==> src/rtl/pll_lock_reset_seq.sv <==
// Reset sequencer after the rPLL: qualifies lock, holds PSRAM in reset for
// the power-up wait, supervises init with timeout/retry, then frees user logic.
// Ports: clk, rst (sync, active-high), lock (async), init_done ->
//   psram_rst, user_rst, ready, fault, retry_cnt[3:0], lost_cnt[7:0]
module pll_lock_reset_seq #(
  parameter int unsigned LOCK_FILTER  = 16,
  parameter int unsigned INIT_WAIT    = 12150,
  parameter int unsigned INIT_TIMEOUT = 65536,
  parameter int unsigned MAX_RETRY    = 3,
  parameter int unsigned RELEASE_DLY  = 4
) (
  input  logic       clk,
  input  logic       rst,
  input  logic       lock,
  input  logic       init_done,
  output logic       psram_rst,
  output logic       user_rst,
  output logic       ready,
  output logic       fault,
  output logic [3:0] retry_cnt,
  output logic [7:0] lost_cnt
);

  typedef enum logic [2:0] {
    S_LOCK,
    S_FILTER,
    S_WAIT,
    S_CINIT,
    S_STAGGER,
    S_RUN,
    S_FAULT
  } state_t;

  localparam logic [23:0] LF_C  = 24'(LOCK_FILTER);
  localparam logic [23:0] IW_M1 = 24'(INIT_WAIT - 1);
  localparam logic [23:0] IT_M1 = 24'(INIT_TIMEOUT - 1);
  localparam logic [23:0] RD_M1 = 24'(RELEASE_DLY - 1);
  localparam logic [23:0] MR_C  = 24'(MAX_RETRY);

  state_t      state_q, state_d;
  logic [23:0] cnt_q, cnt_d;
  logic        sync1_q, sync1_d;
  logic        lock_s_q, lock_s_d;
  logic [3:0]  retry_q, retry_d;
  logic [7:0]  lost_q, lost_d;
  logic        psram_rst_q, psram_rst_d;
  logic        user_rst_q, user_rst_d;
  logic        ready_q, ready_d;
  logic        fault_q, fault_d;
  logic        in_seq;
  logic        retry_ok;

  // Lock loss is only tracked once the filter has accepted lock.
  assign in_seq = (state_q == S_WAIT) || (state_q == S_CINIT) ||
                  (state_q == S_STAGGER) || (state_q == S_RUN);

  assign retry_ok = {20'd0, retry_q} < MR_C;

  always_comb begin
    state_d  = state_q;
    cnt_d    = cnt_q;
    retry_d  = retry_q;
    lost_d   = lost_q;
    sync1_d  = lock;
    lock_s_d = sync1_q;
    if (in_seq && !lock_s_q) begin
      state_d = S_LOCK;
      cnt_d   = '0;
      if (lost_q != 8'hff) lost_d = lost_q + 8'd1;
    end else begin
      case (state_q)
        S_LOCK: begin
          if (lock_s_q) begin
            state_d = S_FILTER;
            cnt_d   = 24'd1;
          end
        end
        S_FILTER: begin
          if (!lock_s_q) begin
            state_d = S_LOCK;
            cnt_d   = '0;
          end else if (cnt_q == LF_C) begin
            state_d = S_WAIT;
            cnt_d   = '0;
          end else begin
            cnt_d = cnt_q + 24'd1;
          end
        end
        S_WAIT: begin
          if (cnt_q == IW_M1) begin
            state_d = S_CINIT;
            cnt_d   = '0;
          end else begin
            cnt_d = cnt_q + 24'd1;
          end
        end
        S_CINIT: begin
          // init_done beats a timeout landing on the same cycle.
          if (init_done) begin
            state_d = S_STAGGER;
            cnt_d   = '0;
          end else if (cnt_q == IT_M1) begin
            cnt_d = '0;
            if (retry_ok) begin
              state_d = S_WAIT;
              if (retry_q != 4'hf) retry_d = retry_q + 4'd1;
            end else begin
              state_d = S_FAULT;
            end
          end else begin
            cnt_d = cnt_q + 24'd1;
          end
        end
        S_STAGGER: begin
          if (cnt_q == RD_M1) begin
            state_d = S_RUN;
            cnt_d   = '0;
          end else begin
            cnt_d = cnt_q + 24'd1;
          end
        end
        default: ;
      endcase
    end
    // Outputs are decoded from the next state so they register with it.
    psram_rst_d = !((state_d == S_CINIT) || (state_d == S_STAGGER) ||
                    (state_d == S_RUN));
    user_rst_d  = (state_d != S_RUN);
    ready_d     = (state_d == S_RUN);
    fault_d     = (state_d == S_FAULT);
  end

  always_ff @(posedge clk) begin
    if (rst) begin
      state_q     <= S_LOCK;
      cnt_q       <= '0;
      sync1_q     <= 1'b0;
      lock_s_q    <= 1'b0;
      retry_q     <= '0;
      lost_q      <= '0;
      psram_rst_q <= 1'b1;
      user_rst_q  <= 1'b1;
      ready_q     <= 1'b0;
      fault_q     <= 1'b0;
    end else begin
      state_q     <= state_d;
      cnt_q       <= cnt_d;
      sync1_q     <= sync1_d;
      lock_s_q    <= lock_s_d;
      retry_q     <= retry_d;
      lost_q      <= lost_d;
      psram_rst_q <= psram_rst_d;
      user_rst_q  <= user_rst_d;
      ready_q     <= ready_d;
      fault_q     <= fault_d;
    end
  end

  assign psram_rst = psram_rst_q;
  assign user_rst  = user_rst_q;
  assign ready     = ready_q;
  assign fault     = fault_q;
  assign retry_cnt = retry_q;
  assign lost_cnt  = lost_q;

endmodule

==> config.mk <==
export PLATFORM = sky130hd
export DESIGN_NAME = pll_lock_reset_seq
export DESIGN_NICKNAME = d
export VERILOG_FILES = /design/src/rtl/pll_lock_reset_seq.sv
export SDC_FILE = /design/constraint.sdc
export NUM_CORES = 1
export LEC_CHECK = 0
export ABC_AREA = 1
export CORE_UTILIZATION = 40
export DETAILED_ROUTE_END_ITERATION = 7
export DONT_BUFFER_PORTS = 1
export PLACE_DENSITY_LB_ADDON = 0.12
export SYNTH_ARGS = -nofsm -noshare
export SYNTH_HDL_FRONTEND = slang
export SYNTH_SLANG_ARGS = --single-unit
==> constraint.sdc <==
create_clock -name clk -period 4.95 [get_ports clk]
set_input_delay 1.485 -clock clk [delete_from_list [all_inputs] [get_ports clk]]
set_output_delay 1.485 -clock clk [all_outputs]
set_load 0.005 [all_outputs]
# After elaboration in Yosys (flattened, before gate mapping)
# Cells that the tools add are included.
# op_classes
n_addsub	3
n_shift	0
reduce_logical	14
order_cmp	1
bitwise_logic	2
n_div	0
eq_ne	17
mux	18
multipliers	0
# ops
operator	n
2-to-1 mux 24 bit	7
one-hot mux 24 bit (5 select lines)	1
2-to-1 mux 3 bit	9
adder 24 x 1 -> 24 bit, second input constant	1
== test 24 x 14 -> 1 bit, second input constant	1
== test 24 x 16 -> 1 bit, second input constant	1
== test 24 x 2 -> 1 bit, second input constant	1
== test 24 x 5 -> 1 bit, second input constant	1
== test 3 bit, second input constant	5
one-hot mux 3 bit (5 select lines)	1
== test 3 x 2 -> 1 bit, second input constant	3
adder 8 x 1 -> 8 bit, second input constant	1
inequality test 8 bit, second input constant	1
AND reduction 6 bit	1
logical OR 1 bit	5
nonzero test 5 bit	1
adder 4 x 1 -> 4 bit, second input constant	1
< comparator 4 x 2 -> 1 bit, second input constant	1
inequality test 4 bit, second input constant	1
AND reduction 2 bit	2
== test 3 x 1 -> 1 bit, second input constant	1
zero test 3 bit	1
inequality test 3 bit, second input constant	1
zero test 1 bit	2
4 further kinds	5
# word_totals
latch_bits	0
output_inout_bits	16
n_memories	0
ram_bits	0
ff_bits	45
rom_bits	0

# Logic depth before layout (Yosys ltp)
# depth
word_depth	10
mapped_depth	13

# Worst setup path after synthesis
# OpenSTA, ideal clock, no wires.
# synth_path
path_kind	input port to flip-flop
from	input rst
to	register cnt_q[23]
n_path_buf	2
t_required_ns	4.835
setup_time_ns	0.115
path_stages	7
path_slack_ns	2.491
arrival_time_ns	2.344
cell_sequence	clkbuf_1 > inv_2 > nand2_1 > inv_2 > nand2_4 > buf_8 > nor2_1
# synth_between
elab_chain_cells	1
# synth_lines
element	line_no	text
start, declared	13	input logic rst,
OR reduction 2 bit (no source line)	--	
end signal, assigned	147	cnt_q <= cnt_d;
end, declared	41	logic [23:0] cnt_q, cnt_d;
# Every way passes these cells.
# A chain may end at the register's enable or synchronous reset.

# Final worst setup path
# layout_path
from	input init_done
to	register user_rst_q (netlist: user_rst)
# layout_between
elab_chain_cells	4
# layout_lines
element	line_no	text
start, declared	15	input logic init_done,
2-to-1 mux 3 bit	99	if (init_done) begin
one-hot mux 3 bit (5 select lines)	71	case (state_q)
2-to-1 mux 3 bit	66	if (in_seq && !lock_s_q) begin
inequality test 3 bit	128	user_rst_d = (state_d != S_RUN);
end signal, assigned	153	user_rst_q <= user_rst_d;
end, declared	47	logic user_rst_q, user_rst_d;
# Every way passes these cells.

==> impl_metrics.sql <==
INSERT INTO impl_metrics (metric_group, metric, value, unit) VALUES
('status', 'status', 'finished clean', ''),
('critical_path', 'crit_path_max_incr_delay', '0.39', 'ns'),
('timing', 'setup_repair_after_global_routing_missed_its_margin', 'false', ''),
('synthesis', 'syn-instance-count', '385', ''),
('cts', 'cts_root_buf', 'clkbuf_8', ''),
('critical_path', 'critical_path.startpoint_type', 'primary input', ''),
('critical_path', 'crit_start', 'init_done', ''),
('cts', 'cts_setup_buffers', '0', ''),
('floorplanning', 'fp.dieArea', '0.00664', 'mm²'),
('critical_path', 'crit_end', 'user_rst', ''),
('power_and_ir_drop', 'vdd_drop_max', '0.121', 'mV'),
('power_and_ir_drop', 'power_leakage', '1.06', 'nW'),
('critical_path', 'setup.reg_to_reg.worst_slack', '2.96', 'ns'),
('cts', 'clk_latency', '0.31', 'ns'),
('detailed_routing', 'wl_per_cell', '12.4', 'µm'),
('global_routing', 'grtUsageTotal', '19.1', '%'),
('synthesis', 'synth.yosys.warnings', '0', ''),
('run', 'cap_viol_max_count', '0', ''),
('place', 'portBuffers', '0', ''),
('synthesis', 'synthDominantCellAreaShare', '35.6', '%'),
('timing', 'period_share', '45.5', '%'),
('timing', 'post_route_skew', '0.0140', 'ns'),
('cts', 'clock-sinks', '45', ''),
('final_layout', 'final_net_count', '397', ''),
('timing', 'period_needed', '2.25', 'ns'),
('timing', 'timing_limited_maximum_frequency', '0.444', 'GHz'),
('detailed_routing', 'drcViolationCount', '0', ''),
('timing', 'max-slew-margin-rel', '57.4', '%'),
('power_and_ir_drop', 'overall_power', '685', 'µW'),
('floorplanning', 'die-width', '81.5', 'µm'),
('detailed_routing', 'vias_per_cell', '5.01', ''),
('critical_path', 'path_delay_family', 'simple AND/OR/NAND/NOR gates', ''),
('power_and_ir_drop', 'power.density_cell_area', '253', 'mW/mm²'),
('synthesis', 'synth_enable_flop_cells', '0', ''),
('global_routing', 'via_count_of_the_first_global_routing_pass', '2069', ''),
('synthesis', 'synth_area_per_cell', '6.57', 'µm²'),
('synthesis', 'synth-main-ff-cell', 'dfxtp_1', ''),
('cts', 'max-clock-path-buffers', '2', ''),
('synthesis', 'synth_cell_type_count', '33', ''),
('synthesis', 'count_of_state_elements_after_synthesis', '45', ''),
('timing', 'worst_pin_slew', '0.636', 'ns'),
('floorplanning', 'die-height', '81.5', 'µm'),
('final_layout', 'drive_gt1_share', '10.1', '%'),
('cts', 'tritoncts_clock_tree', 'yes', ''),
('synthesis', 'syn_area', '0.00253', 'mm²'),
('cts', 'cts.reportedPaths.clkPinSlew', '0.10', 'ns'),
('timing', 'report.final.setup_viol', '0', ''),
('critical_path', 'regToRegStartpoint', 'state_q[2]', ''),
('critical_path', 'worst_path_most_repeated_cell', 'nor2_1', ''),
('synthesis', 'yosys.cell_count.top_type', 'nand2_1', ''),
('global_routing', 'globalRoute.totalOverflow', '0', ''),
('critical_path', 'worstRegToRegCells', '8', ''),
('detailed_routing', 'detail_route.wirelength', '5730', 'µm'),
('floorplanning', 'fp.coreArea', '0.00603', 'mm²'),
('synthesis', 'syn-num-nets', '395', ''),
('detailed_routing', 'drt.antenna.violating_nets', '0', ''),
('synthesis', 'synth_area_leader_cell', 'dfxtp_1', ''),
('detailed_routing', 'first_pass_iters', '4', ''),
('global_routing', 'maximum_number_of_pins_on_one_net_before_global_route_repair', '18', ''),
('detailed_routing', 'num_vias', '2321', ''),
('critical_path', 'worstPathCellList', 'nor2_1 -> nand3_1 -> inv_1 -> nor2_1 -> a21boi_0 -> nor2_1 -> inv_1 -> nand3_1', ''),
('floorplanning', 'design.portCount', '20', ''),
('critical_path', 'cpMaxStageDelayCell', 'a21boi_0', ''),
('global_routing', 'antenna_found_initial', '0', ''),
('critical_path', 'timing.critical_path.required', '5.14', 'ns'),
('synthesis', 'synth.top_cells.by_area', 'dfxtp_1 36%, nand2_1 12%, nor2_1 11%, nand3_1 6.5%, inv_1 5.9%', ''),
('critical_path', 'worstPathArrival', '2.45', 'ns'),
('synthesis', 'synthTopCellsByCount', '82 x nand2_1, 75 x nor2_1, 45 x dfxtp_1', ''),
('critical_path', 'worstSetupPathDepth', '8', ''),
('final_layout', 'antenna-diode-count', '0', ''),
('floorplanning', 'rows', '28', '');
worst min path at each step:
stage	endpoint	slack, ns	depth (start not counted)	startpoint
3_5_place_dp	lock_s_q	0.40	2	lock_s_d
6_report	lock_s_q	0.41	2	lock_s_d
4_1_cts	lock_s_q	0.42	2	lock_s_d
3_3_place_gp	lock_s_q	0.39	2	lock_s_d
5_1_grt	lock_s_q	0.45	2	lock_s_d
2_1_floorplan	lock_s_q	0.39	2	lock_s_d
flip-flops by register name, summed over array words and instances (netlist names):
signal	flops
lock_s_d	1
state_q	3
ready	1
lost_cnt	8
fault	1
psram_rst	1
cnt_q	24
user_rst	1
retry_cnt	4
lock_s_q	1
area by class of cell:
class	count	area [µm²]
fillers	659	3320
multi-input cells	283	1400
flip-flops and latches	45	901
inverters	52	198
well taps	75	93.8
clock buffers	6	82.6
clock inverters	2	37.5
per-layer routing:
metal	vias to the layer above	track usage, %	routed length [µm]
met4	0	6.25	70
met3	8	4.22	185
met2	42	33.0	2730
met1	1041	23.2	2750
li1	1230	-	-
met5	-	0	0
cell usage in the layout (no fill, tap or decap), types with 2 or more instances in the layout:
| master | count |
|---|---|
| nand2_1 | 82 |
| nor2_1 | 75 |
| dfxtp_1 | 45 |
| inv_1 | 40 |
| nand3_1 | 33 |
| o21ai_0 | 15 |
| a21oi_1 | 15 |
| nand4_1 | 11 |
| inv_2 | 10 |
| nand2_2 | 8 |
| xor2_1 | 6 |
| ha_1 | 6 |
| clkbuf_8 | 6 |
| nor3_1 | 5 |
| nor2_4 | 3 |
| nor2_2 | 3 |
| xnor2_1 | 3 |
| o21ai_1 | 3 |
| nand2_4 | 2 |
| nor3_2 | 2 |
| nor4_1 | 2 |
| o21bai_1 | 2 |
worst min-delay path: stages, from the launching register on:
cell	delay (ns)
dfxtp_1	0.31
inv_1	0.05
nor2_1	0.03
through the flow:
step / area [µm²] / util (%) / instances / hold slack, ns / setup slack (ns)
6_report: 2710 / 45.0 / 463 / 0.414 / 2.70
4_1_cts: 2710 / 45.0 / 463 / 0.419 / 2.72
3_3_place_gp: 2590 / 43.0 / 455 / 0.394 / 2.42
3_5_place_dp: 2590 / 43.0 / 455 / 0.404 / 2.39
2_1_floorplan: 2530 / - / 385 / 0.388 / 2.49
5_1_grt: 2710 / 45.0 / 463 / 0.447 / 2.55
where the power goes:
part           total [mW]  switching (mW)  internal, mW
Sequential          0.365         0.00166         0.363
Combinational      0.0239          0.0177       0.00615
Clock               0.296           0.132         0.164
Total               0.685           0.151         0.534
cell families (layout without fill, tap and decap cells):
logic type	count (synthesis)	count (layout)	synth area share [%]
simple gates	229	229	40.7
buf+inv	57	60	9.15
flops	45	45	35.6
compound gates	39	39	8.41
xor+xnor	9	9	3.12
fa+ha+maj	6	6	2.97
No activity file was read; power rests on OpenSTA's default activity.
